==> src/rtl/kd_nearest_search.sv <==
// kd_nearest_search: greedy root-to-leaf nearest-center search over a heap-ordered
// kd-tree held in a single-port node memory with one-cycle read latency.
// Optional feature: define KD_SEARCH_STATS_EN to add the 16-bit search_count port.
module kd_nearest_search #(
  parameter int unsigned dim        = 3,
  parameter int unsigned data_range = 255,
  parameter int unsigned depth      = 3,
  localparam int unsigned dim_size    = $clog2(data_range),
  localparam int unsigned center_size = dim * dim_size,
  localparam int unsigned dist_size   = $clog2(data_range * dim),
  localparam int unsigned axis_size   = (dim > 1) ? $clog2(dim) : 1,
  localparam int unsigned nodes       = 2**depth - 1,
  localparam int unsigned idx_size    = (nodes > 1) ? $clog2(nodes) : 1
) (
  input  logic                   clk,
  input  logic                   rst,
  input  logic                   in_valid,
  output logic                   in_ready,
  input  logic [center_size-1:0] point_in,
  output logic                   node_rd,
  output logic [idx_size-1:0]    node_addr,
  input  logic [center_size-1:0] node_data,
  output logic                   out_valid,
  input  logic                   out_ready,
  output logic [idx_size-1:0]    best_idx,
  output logic [center_size-1:0] best_center,
  output logic [dist_size-1:0]   best_dist
`ifdef KD_SEARCH_STATS_EN
  ,
  output logic [15:0]            search_count
`endif
);

  localparam int unsigned first_leaf = 2**(depth-1) - 1;

  typedef enum logic [1:0] {IDLE, FETCH, EVAL, DONE} state_t;

  state_t                 state_q, state_d;
  logic [center_size-1:0] point_q;
  logic [idx_size-1:0]    idx_q;
  logic [axis_size-1:0]   axis_q;

  logic [dist_size-1:0]   dist_c;
  logic [dim_size-1:0]    sel_p_c, sel_c_c;
  logic [dim_size-1:0]    pa_c, ca_c;
  logic [idx_size-1:0]    child_c;
  logic [axis_size-1:0]   axis_next_c;
  logic                   is_leaf_c;
  logic                   accept_c;

  // Manhattan distance to the current node and the split coordinates on this level's axis
  always_comb begin
    dist_c  = '0;
    sel_p_c = '0;
    sel_c_c = '0;
    pa_c    = '0;
    ca_c    = '0;
    for (int a = 0; a < dim; a++) begin
      pa_c   = point_q[a*dim_size +: dim_size];
      ca_c   = node_data[a*dim_size +: dim_size];
      dist_c = dist_c + dist_size'((pa_c >= ca_c) ? (pa_c - ca_c) : (ca_c - pa_c));
      if (axis_q == axis_size'(a)) begin
        sel_p_c = pa_c;
        sel_c_c = ca_c;
      end
    end
  end

  // Descent direction, axis rotation and leaf detection
  always_comb begin
    child_c     = (sel_p_c <= sel_c_c) ? ((idx_q << 1) + idx_size'(1))
                                       : ((idx_q << 1) + idx_size'(2));
    axis_next_c = (axis_q == axis_size'(dim - 1)) ? '0 : axis_q + axis_size'(1);
    is_leaf_c   = (idx_q >= idx_size'(first_leaf));
    accept_c    = in_valid && in_ready;
  end

  // State register
  always_ff @(posedge clk) begin
    if (rst) state_q <= IDLE;
    else     state_q <= state_d;
  end

  // Next-state logic
  always_comb begin
    state_d = state_q;
    case (state_q)
      IDLE:    if (accept_c) state_d = FETCH;
      FETCH:   state_d = EVAL;
      EVAL:    state_d = is_leaf_c ? DONE : FETCH;
      DONE:    if (out_ready) state_d = IDLE;
      default: state_d = IDLE;
    endcase
  end

  // Registered handshake/strobe outputs, search context and best-so-far tracking
  always_ff @(posedge clk) begin
    if (rst) begin
      in_ready    <= 1'b1;
      out_valid   <= 1'b0;
      node_rd     <= 1'b0;
      node_addr   <= '0;
      point_q     <= '0;
      idx_q       <= '0;
      axis_q      <= '0;
      best_idx    <= '0;
      best_center <= '0;
      best_dist   <= '0;
    end else begin
      in_ready  <= (state_d == IDLE);
      out_valid <= (state_d == DONE);
      node_rd   <= (state_d == FETCH);
      case (state_q)
        IDLE: begin
          if (accept_c) begin
            point_q   <= point_in;
            idx_q     <= '0;
            axis_q    <= '0;
            node_addr <= '0;
          end
        end
        EVAL: begin
          // Root loads unconditionally; deeper nodes must be strictly closer
          if (idx_q == '0 || dist_c < best_dist) begin
            best_idx    <= idx_q;
            best_center <= node_data;
            best_dist   <= dist_c;
          end
          if (!is_leaf_c) begin
            idx_q     <= child_c;
            axis_q    <= axis_next_c;
            node_addr <= child_c;
          end
        end
        default: ;
      endcase
    end
  end

`ifdef KD_SEARCH_STATS_EN
  // Completed-search counter, wraps at 16 bits
  always_ff @(posedge clk) begin
    if (rst)                         search_count <= '0;
    else if (out_valid && out_ready) search_count <= search_count + 16'd1;
  end
`endif

endmodule

==> config.mk <==
export PLATFORM = sky130hd
export DESIGN_NAME = kd_nearest_search
export DESIGN_NICKNAME = d
export VERILOG_FILES = /design/src/rtl/kd_nearest_search.sv
export SDC_FILE = /design/constraint.sdc
export NUM_CORES = 1
export LEC_CHECK = 0
export CORE_MARGIN = 2
export CORE_UTILIZATION = 43
export DETAILED_ROUTE_END_ITERATION = 10
export HOLD_SLACK_MARGIN = 0.1
export PLACE_DENSITY = 0.66
export SYNTH_ARGS = -nofsm -noshare
export SYNTH_HDL_FRONTEND = slang
export SYNTH_SLANG_ARGS = --single-unit
==> constraint.sdc <==
create_clock -name clk -period 18.6 [get_ports clk]
set_clock_uncertainty 0.05 [all_clocks]
set_input_delay 2.79 -clock clk [delete_from_list [all_inputs] [get_ports clk]]
set_output_delay 2.79 -clock clk [all_outputs]
set_load 0.01 [all_outputs]
# After elaboration in Yosys (flattened, before gate mapping)
# Index checks and enable logic that the tools add are counted.
[classes]
n_addsub = 11
multipliers = 0
n_div = 0
order_cmp = 6
n_eq_ne = 9
shift = 0
mux = 21
bitwise = 0
reduce_logical = 10
[ops]
columns = ["op", "count"]
rows = [
  ["subtractor 8 x 8 -> 9 bit", 6],
  ["2-to-1 mux 8 bit", 6],
  ["2-to-1 mux 10 bit", 3],
  ["greater-or-equal comparator 8 bit", 3],
  ["adder 10 bit", 2],
  ["2-to-1 mux 2 bit", 6],
  ["less-than comparator 10 bit", 1],
  ["2-to-1 mux 3 bit", 3],
  ["== test 2 bit (second input constant)", 4],
  ["<= comparator 8 bit", 1],
  ["case mux 2 bit (4 select lines)", 1],
  ["== test 2 x 1 -> 1 bit (second input constant)", 3],
  ["logical NOT 2 bit", 3],
  ["case mux 3 bit (2 select lines)", 1],
  ["inequality test 2 bit (second input constant)", 2],
  ["case mux 2 bit (2 select lines)", 1],
  ["AND reduction 2 bit", 2],
  ["adder 3 x 1 -> 3 bit (second input constant)", 1],
  ["adder 3 x 2 -> 3 bit (second input constant)", 1],
  ["greater-or-equal comparator 3 x 2 -> 1 bit (second input constant)", 1],
  ["logical NOT 3 bit", 1],
  ["AND reduction 3 bit", 1],
  ["adder 2 x 1 -> 2 bit (second input constant)", 1],
  ["nonzero test 2 bit", 1],
  ["other kinds (2)", 2],
]
[totals]
reg_bits = 71
latchBits = 0
ram_bits = 0
mem_bits_ro = 0
in_bits = 52
wordCells = 67
n_memories = 0

# Longest topological paths before layout
# Gate-level depths: netlist (run 1).
[depth]
depth_word = 8
ltp_mapped = 25
mapped_depth_nobuf = 23

# Least setup slack after synthesis (run 1)
# No wires, ideal clock.
[synth_path]
path_type = "input -> register"
startpoint = "input port node_data[4]"
endpoint = "register best_center[22]"
arrival_time_ns = 7.776
required_ns = 18.480
path_slack_ns = 10.704
stages = 23
path_buffers = 3
cell_sequence = "inv_1 > ha_1 > buf_2 > a21o_1 > or3_1 > o21ai_2 > o21bai_4 > mux2_1 > fa_1 > ha_1 > fa_1 > a21o_1 > a2111oi_2 > xnor2_1 > ha_1 > a21o_1 > a21oi_1 > o211ai_1 > and4b_1 > buf_6 > buf_6 > or3_1 > a21oi_1"
[synth_between]
elab_chain_len = 7
word_cells_on_any_way = 9
classes_between = "add/sub (4); order compare (2); mux (1); reduce/logical (2)"
[synth_lines]
columns = ["item", "line", "source"]
rows = [
  ["from (decl)", "22", "input logic [center_size-1:0] node_data,"],
  ["subtractor 8 x 8 -> 9 bit or greater-or-equal comparator 8 bit (tied branches)", "61", "dist_c = dist_c + dist_size'((pa_c >= ca_c) ? (pa_c - ca_c) : (ca_c - pa_c));"],
  ["2-to-1 mux 10 bit *", "61", ""],
  ["adder 10 bit * (2 in series)", "61", ""],
  ["via dist_c[7]", "43", "logic [dist_size-1:0] dist_c;"],
  ["less-than comparator 10 bit *", "124", "if (idx_q == '0 || dist_c < best_dist) begin"],
  ["logical OR 1 bit *", "124", ""],
  ["AND reduction 2 bit (no source line) *", "--", ""],
  ["to (signal assigned)", "126", "best_center <= node_data;"],
  ["to (decl)", "26", "output logic [center_size-1:0] best_center,"],
]
# Mark *: on every way through the listed nets, which the timed path passes. The rest lies on a longest branch.
# A chain may end at the register's enable or synchronous reset.

# Worst setup path after layout (run 1)
[layout_path]
startpoint = "input port node_data[9]"
endpoint = "register best_center[14]"
# Same word-level chain as after synthesis.

==> impl_metrics.toml, run 1 <==
[synth]
synth_nets = 943
yosysWarnings = 0
ys.flop_type = "dfxtp_1"
yosysSeqAreaShare_pct = 22.90
synth.area.top_cells = "dfxtp_1 (23%), ha_1 (15%), a21oi_1 (7.7%), o21ai_0 (6.3%), inv_1 (5.6%)"
ys_async_sr_fraction_pct = 0
synth_area_per_cell_sq_um = 7.759
synthCells = 800
synth_edf_count = 0
syn_area_sq_um = 6207
yosys.area.top_type = "dfxtp_1"
yosysTopAreaCellShare_pct = 22.90
synth-seq-cells = 71
ys_types = 52

[timing]
hold_violations = 0
setup_viol = 0
max_freq_mhz = 113.0
tightestPinTransition_ns = 1.179
slew_headroom_pct = 21.10
rsz0062_at_grt = "no"
slew_violations = 0
setup_tns_ns = 0
holdWs_ns = 0.4265
setup_ws_ns = 9.747
fin_crit_sh_pct = 47.59
fin_crit_ns = 8.853

[floorplan]
ioPinCount = 95
die_w_um = 124.1
dieArea_sq_um = 15410
fp.coreArea_sq_um = 13990
initial_core_util_pct = 44.37
rows = 43
die_h_um = 124.1

[placed_design]
pre_cts_ws_ns = 9.420
port_buffers = 94
dp_hpwl_um = 13320
postPlaceCellArea_sq_um = 7213
post-place-cells = 1035
gp_congestion = 0.9182

[route]
wl_met3_um = 728
via_per_inst = 5.349
drcViolationCount = 0
initialDrtViolationCount = 323
dr.pass1.iters = 5
wl_met1_um = 7651
ant_nets = 0
top_layer = "met4"
drt_wl_total_um = 16760
wire_per_inst_um = 15.94
routed-wl-met2_um = 8018
num_vias = 5622

[clock_tree]
cts_made_buffers = 9
path_clk_slew_ns = 0.05
clock-sinks = 71
cts_tree = "done"
cts_max_path_buffers = 2
postCtsSetupRepairBufs = 0
worst_skew_pair.late_latency_ns = 0.35
h-tree-depth = 3
cts-resized-gates = 0
cts_hold_buf = 0
root_buffer = "clkbuf_16"

[global_route]
grt_pass1_wl_um = 25970
antenna_found_initial = 0
grt_pass1_vias = 5210
grt-ovfl-total = 0
grt_usage_pct = 22.19
grt_start_max_net_pins = 74

[critical_path]
critPathMaxFanout = 50
crit_chain = "clkdlybuf4s50_1 -> inv_1 -> ha_1 -> nor2b_1 -> o31a_1 -> o21ai_1 -> o21bai_2 -> mux2_2 -> fa_1 -> ha_1 -> fa_1 -> a21o_1 -> a2111oi_2 -> xnor2_1 -> ha_1 -> a21o_1 -> a21oi_1 -> o211ai_1 -> and4b_1 -> buf_4 -> or3_1 -> a21oi_1"
worstPathArrival_ns = 9.07
required_ns = 18.81
crit_buf_inv = 3
crit_path_start_kind = "input pin"
worstSetupPathType = "in -> reg"
cp-end-kind = "register"
cp_slowest_stage_delay_ns = 0.55
cp_slowest_cell = "clkdlybuf4s50_1"
path_delay_family = "compound AO/OA/AOI/OAI gates"
crit_top_cell = "ha_1"

[min_path]
hp-class = "reg -> reg"

[pwr]
leakage_nw = 3.091
power_density_nw_per_um2 = 113.5
peakVddDrop_mv = 0.07355
p_total_uw = 850.3

[layout]
layout-drive-gt1-share_pct = 3.904
nets = 1009
fin_cells = 1051
num_antenna_cells = 0
syn_to_final_growth_pct = 20.64
fin_util_pct = 53.53
n_fill_cell = 1380
fin_area_sq_um = 7488

[status]
status = "complete, no violations"

[flow_run]
drv_cap = 0
==> Yosys cell counts, types with 6 or more instances <==
master	instances
nor3_1	6
o21ai_1	7
nand2b_1	7
nor2_1	25
o211ai_1	15
a21oi_1	95
dfxtp_1	71
xor2_1	10
o21a_1	7
a21o_1	22
nand2_1	87
ha_1	75
mux2i_1	22
fa_1	16
inv_1	92
o21ai_0	78
xnor2_1	13
clkbuf_1	34
nor2b_1	16
or3_1	29
and3_1	6
==> routing by layer <==
layer / vias up / global-route usage (%)
met5: - / 0
li1: 2878 / -
met1: 2565 / 28.36
met2: 156 / 37.50
met3: 23 / 4.396
met4: 0 / 7.093
==> sequential cells by signal, summed over array words and instances, names as in the netlist <==
register and count:
point_q 24, best_idx 3, best_center 24, node_rd 1, best_dist 10, idx_q 3
in_ready 1, out_valid 1, axis_q 2, state_q 2
==> worst paths after layout <==
check                                startpoint  slack, ns  depth (start not counted)         endpoint
worst min register to register  best_center[10]       0.43                          2  best_center[10]
worst max register to register       point_q[4]      12.40                         20  best_center[14]
worst max-delay path               node_data[9]       9.75                         22  best_center[14]
worst min-delay path            best_center[10]       0.43                          2  best_center[10]
==> area by class of cell <==
| cell class | instances | area [sq um] | area share [%] |
|---|---|---|---|
| clock buffer | 10 | 229.0 | 3.058 |
| timing repair buffer | 98 | 965.9 | 12.90 |
| inverter | 92 | 345.3 | 4.612 |
| multi-input combinational | 594 | 4255 | 56.83 |
| tap | 180 | 225.2 | 3.008 |
| sequential | 71 | 1421 | 18.98 |
| clock inverter | 6 | 46.29 | 0.6182 |
==> cell families after synthesis <==
logic type               after synthesis  synth area share [%]
AO/OA/AOI/OAI                        258                 25.08
AND/OR/NAND/NOR                      195                 15.24
buffers and inverters                135                 8.728
adder cells (fa/ha/maj)               91                 20.28
flip-flops                            71                 22.90
multiplexers                          27                 4.535
XOR/XNOR                              23                 3.245
==> cells in the final DEF, fill, tap and decap left out, drive strengths merged, types with 10 or more instances in the layout <==
cell type      Yosys  routed
a21o              22      22
a21oi             95      95
clkbuf            34      10
clkdlybuf4s50      0      93
dfxtp             71      71
fa                16      16
ha                75      75
inv               92      93
mux2i             24      24
nand2             87      87
nor2              25      25
nor2b             16      16
o211ai            15      15
o21ai             87      87
or3               29      29
xnor2             13      13
xor2              10      10
==> power breakdown <==
| part | switching, mW | internal [mW] | leakage (nW) |
|---|---|---|---|
| Combinational | 0.299 | 0.216 | 2.38 |
| Clock | 0.0677 | 0.0908 | 0.129 |
| Sequential | 0.0124 | 0.164 | 0.577 |
==> tightest hold or removal path, delay by kind of cell, from the launching register on <==
| kind | cells | cell delay, ns |
|---|---|---|
| DFF | 1 | 0.30 |
| AOI/OAI and AO/OA | 2 | 0.12 |
No activity file was read; power rests on OpenSTA's default activity.
==> run 2, diff against run 1 <==
==> constraint.sdc (replaced) <==
create_clock -name clk -period 8.55 [get_ports clk]
set_clock_uncertainty 0.05 [all_clocks]
set_input_delay 1.2825 -clock clk [delete_from_list [all_inputs] [get_ports clk]]
set_output_delay 1.2825 -clock clk [all_outputs]
set_load 0.01 [all_outputs]
==> run 2 against run 1 <==
- wire length increased by 2.9%
- die area unchanged
- final area is 0.62% higher
- critical path type unchanged
- highest routed layer unchanged
==> impl_metrics.toml, run 2 (synthesized netlist as in run 1, its figures left out) <==
[status]
status = "complete, no violations"

[route]
routed-wl-met2_um = 8156
drcViolationCount = 0
wl_met3_um = 739
wire_per_inst_um = 16.37
top_layer = "met4"
num_vias = 5687
wl_met1_um = 7866
dr.pass1.iters = 7
drt_wl_total_um = 17240
ant_nets = 0
via_per_inst = 5.401
initialDrtViolationCount = 368

[layout]
fin_util_pct = 53.86
reg_top3 = "best_center: 24 flops, point_q: 24 flops, best_dist: 10 flops"
n_fill_cell = 1369
layout-drive-gt1-share_pct = 4.238
num_antenna_cells = 0
fin_cells = 1053
final_common_cell = "a21oi_1"
syn_to_final_growth_pct = 21.39
layout_common_cells = "a21oi_1 (95), clkdlybuf4s50_1 (93), inv_1 (92), nand2_1 (87), o21ai_0 (78)"
nets = 1011
fin_area_sq_um = 7535

[clock_tree]
cts-resized-gates = 0
cts_made_buffers = 9
cts_hold_buf = 0
postCtsSetupRepairBufs = 0
h-tree-depth = 3
path_clk_slew_ns = 0.06
root_buffer = "clkbuf_16"
cts_tree = "done"
clock-sinks = 71
cts_max_path_buffers = 2
worst_skew_pair.late_latency_ns = 0.35

[floorplan]
fp.coreArea_sq_um = 13990
die_h_um = 124.1
ioPinCount = 95
die_w_um = 124.1
rows = 43
initial_core_util_pct = 44.37
dieArea_sq_um = 15410

[critical_path]
critPathMaxFanout = 63
reg2reg_depth = 21
reg2reg_from = "point_q[9]"
startpoint = "node_data[9]"
r2r_slack_ns = 2.53
worstSetupPathType = "in -> reg"
r2r-end = "best_center[20]"
endpoint = "best_center[20]"
cp-end-kind = "register"
required_ns = 8.77
crit_path_start_kind = "input pin"
worstPathArrival_ns = 7.40

[timing]
setup_ws_ns = 1.370
hold_violations = 0
max_freq_mhz = 139.3
setup_tns_ns = 0
tightestPinTransition_ns = 1.111
slew_violations = 0
rsz0062_at_grt = "no"
fin_crit_sh_pct = 83.98
slew_headroom_pct = 25.73
setup_viol = 0
fin_crit_ns = 7.180

[placed_design]
post-place-cells = 1037
pre_cts_ws_ns = 1.060
postPlaceCellArea_sq_um = 7228
dp_hpwl_um = 13700
port_buffers = 94
gp_congestion = 0.9329

[pwr]
power_density_nw_per_um2 = 253.2
peakVddDrop_mv = 0.1771
leakage_nw = 3.122

[global_route]
grt_start_max_net_pins = 74
antenna_found_initial = 0
grt-ovfl-total = 0
grt_usage_pct = 22.96
grt_pass1_vias = 5305
grt_pass1_wl_um = 26610

[flow_run]
drv_cap = 0

[min_path]
hp-class = "reg -> reg"
-- run 2: cell types whose count changed in the layout (fill, tap and decap cells not counted) --
cell,change
buf_4,+2
bufinv_16,+1
clkbuf_1,-1
clkinv_4,+1
clkinvlp_4,-2
inv_8,+1
-- run 2: how the worst min path moves through the flow --
stage / slack, ns / endpoint / startpoint / depth (start not counted)
global route: 0.45 / best_center[19] / best_center[19] / 2
finish: 0.43 / best_center[19] / best_center[19] / 2
CTS: 0.43 / best_center[10] / best_center[10] / 2
detailed placement: 0.42 / best_center[10] / best_center[10] / 2
floorplan: 0.42 / point_q[0] / point_q[0] / 2
global placement: 0.41 / best_center[0] / best_center[0] / 2
-- run 2: cell type report --
| type | count | area, sq um | share of cell area, % |
|---|---|---|---|
| inverter | 92 | 345.3 | 4.583 |
| sequential | 71 | 1421 | 18.86 |
| clock inverter | 7 | 81.33 | 1.079 |
| tap | 180 | 225.2 | 2.989 |
| timing repair buffer | 100 | 980.9 | 13.02 |
| multi-input combinational | 594 | 4255 | 56.48 |
| clock buffer | 9 | 225.2 | 2.989 |
-- run 2: where the power goes --
part	switching, mW	internal, mW
clock	0.153	0.230
sequential	0.0278	0.358
combinational	0.666	0.474
-- run 2: worst max-delay path, stage by stage --
cell	delay, ns
clkdlybuf4s50_1	0.56
inv_1	0.13
ha_1	0.32
nor2b_1	0.18
o31a_1	0.18
o21ai_1	0.14
o21bai_2	0.41
mux2i_1	0.35
xnor2_1	0.15
fa_1	0.51
inv_1	0.04
ha_1	0.35
and3_1	0.20
a221o_1	0.33
o41ai_1	0.31
xnor2_1	0.24
ha_1	0.31
a21oi_1	0.16
o211ai_1	0.13
and4b_1	0.21
buf_4	0.28
or3_1	0.44
a21oi_1	0.15
-- run 2: routing by layer --
metal / up-vias / track usage (%)
li1: 2879 / -
met3: 33 / 5.311
met4: 0 / 7.725
met2: 163 / 37.74
met5: - / 0
met1: 2612 / 29.59
-- run 2: stage by stage --
stage,total power [mW],hold WS [ns]
2_1_floorplan,1.223,0.4152
3_3_place_gp,1.512,0.4144
3_5_place_dp,1.520,0.4197
4_1_cts,1.910,0.4275
5_1_grt,2.062,0.4489
6_report,1.908,0.4264
==> run 3, diff against run 2 <==
==> constraint.sdc (replaced) <==
create_clock -name clk -period 7.3 [get_ports clk]
set_clock_uncertainty 0.05 [all_clocks]
set_input_delay 1.095 -clock clk [delete_from_list [all_inputs] [get_ports clk]]
set_output_delay 1.095 -clock clk [all_outputs]
set_load 0.01 [all_outputs]
==> run 3 against run 2 <==
- sequential share of layout area down 0.15 points
- core utilization increased by 0.44 points
- power up 19%
- final area up 0.81%
- first-iteration DRC count is 23% lower
- critical path depth fell by 1
- non-clock buffer count rose by 8
==> impl_metrics.toml, run 3 (synthesized netlist as in run 1, its figures left out) <==
[critical_path]
crit_chain = "clkdlybuf4s50_1 -> inv_1 -> ha_1 -> a21o_1 -> or3_1 -> o21ai_2 -> o21bai_4 -> mux2_1 -> fa_1 -> ha_1 -> fa_1 -> a21o_1 -> a2111oi_2 -> xnor2_1 -> ha_1 -> a21o_1 -> a21oi_1 -> o211ai_1 -> and4b_1 -> buf_12 -> or3_1 -> a21oi_1"
reg2reg_from = "point_q[1]"
path_delay_family = "adder cells"
cp_slowest_cell = "clkdlybuf4s50_1"
required_ns = 7.52
crit_path_start_kind = "input pin"
worstPathArrival_ns = 7.08
reg2reg_depth = 20
crit_buf_inv = 3
worstSetupPathType = "in -> reg"
cp-end-kind = "register"
r2r-end = "best_center[14]"
critPathMaxFanout = 53
r2r_slack_ns = 1.40
cp_slowest_stage_delay_ns = 0.49

[clock_tree]
worst_skew_pair.late_latency_ns = 0.35
root_buffer = "clkbuf_16"
clock-sinks = 71
postCtsSetupRepairBufs = 0
cts_made_buffers = 9
cts_hold_buf = 0
path_clk_slew_ns = 0.06
cts-resized-gates = 0
cts_tree = "done"
cts_max_path_buffers = 2
h-tree-depth = 3

[flow_run]
drv_cap = 0

[pwr]
peakVddDrop_mv = 0.1910
switching_share_pct = 43.75
power_frac_clock_pct = 18.3
switchingPower_uw = 991.6
leakage_nw = 3.158
p_seq_share_pct = 20.0
power_density_nw_per_um2 = 298.4
p_total_mw = 2.266
internal_power_mw = 1.275
p_comb_share_pct = 61.7

[placed_design]
gp_congestion = 0.9661
post-place-cells = 1045
pre_cts_ws_ns = 0.1012
port_buffers = 94
dp_hpwl_um = 13640
postPlaceCellArea_sq_um = 7313

[layout]
num_antenna_cells = 0
fin_util_pct = 54.30
reg_top3 = "best_center: 24 flops, point_q: 24 flops, best_dist: 10 flops"
fin_area_sq_um = 7596
layout_common_cells = "a21oi_1 (95), clkdlybuf4s50_1 (93), inv_1 (92), nand2_1 (87), o21ai_0 (78)"
layout-drive-gt1-share_pct = 5.108
syn_to_final_growth_pct = 22.37
fin_cells = 1061
final_common_cell = "a21oi_1"
nets = 1019

[route]
wl_met1_um = 7840
drt_wl_total_um = 17030
ant_nets = 0
via_per_inst = 5.299
routed-wl-met2_um = 7932
initialDrtViolationCount = 285
wl_met3_um = 698
drcViolationCount = 0
num_vias = 5622
top_layer = "met5"
wire_per_inst_um = 16.05
dr.pass1.iters = 5

[timing]
setup_tns_ns = 0
rsz0062_at_grt = "no"
tightestPinTransition_ns = 1.076
hold_violations = 0
fin_crit_ns = 6.866
slew_headroom_pct = 28.04
fin_crit_sh_pct = 94.06
setup_viol = 0
max_freq_mhz = 145.6
holdWs_ns = 0.4297
setup_ws_ns = 0.4337
slew_violations = 0

[min_path]
whs_path_depth = 2
hp-class = "reg -> reg"
hp-start = "best_center[6]"
holdPathEnd = "best_center[6]"

[floorplan]
ioPinCount = 95
fp.coreArea_sq_um = 13990
initial_core_util_pct = 44.37
dieArea_sq_um = 15410
die_w_um = 124.1
rows = 43
die_h_um = 124.1

[global_route]
grt_pass1_vias = 5355
antenna_found_initial = 1
grt_pass1_wl_um = 27020
grt_start_max_net_pins = 74
grt-ovfl-total = 0
grt_usage_pct = 23.15

[status]
status = "complete, no violations"
[run 3: cell type report]
type	count	area (sq um)
sequential	71	1421
timing repair buffer	108	1066
clock inverter	6	43.79
fill	1342	6392
clock buffer	10	239.0
inverter	92	345.3
multi-input combinational	594	4255
tap	180	225.2
[run 3: worst max-delay path by stage]
stage	end	start	slack [ns]	cells after the start
after CTS	best_center[18]	node_data[20]	0.47	22
after detailed placement	best_center[18]	node_data[20]	0.10	22
after global placement	best_center[9]	node_data[20]	0.16	22
final	best_center[14]	node_data[20]	0.43	22
after floorplan	best_center[22]	node_data[4]	1.10	23
after global routing	best_center[11]	node_data[9]	0.17	24
[run 3: worst min-delay path: cells and delay by family, from the launching register on]
family / cells / cell delay, ns
compound gates: 2 / 0.12
flops: 1 / 0.31
[run 3: metal layers]
metal	GRT usage [%]	up-vias
met5	0	-
met4	9.129	2
met3	4.625	29
met2	38.05	128
met1	29.73	2553
li1	-	2910
[run 3: power by group through the flow]
stage / sequential, mW / combinational [mW] / clock (mW)
2_1_floorplan: 0.456 / 0.977 / 0
4_1_cts: 0.452 / 1.39 / 0.424
3_5_place_dp: 0.460 / 1.39 / 0
6_report: 0.452 / 1.40 / 0.416
3_3_place_gp: 0.459 / 1.38 / 0
5_1_grt: 0.456 / 1.59 / 0.441
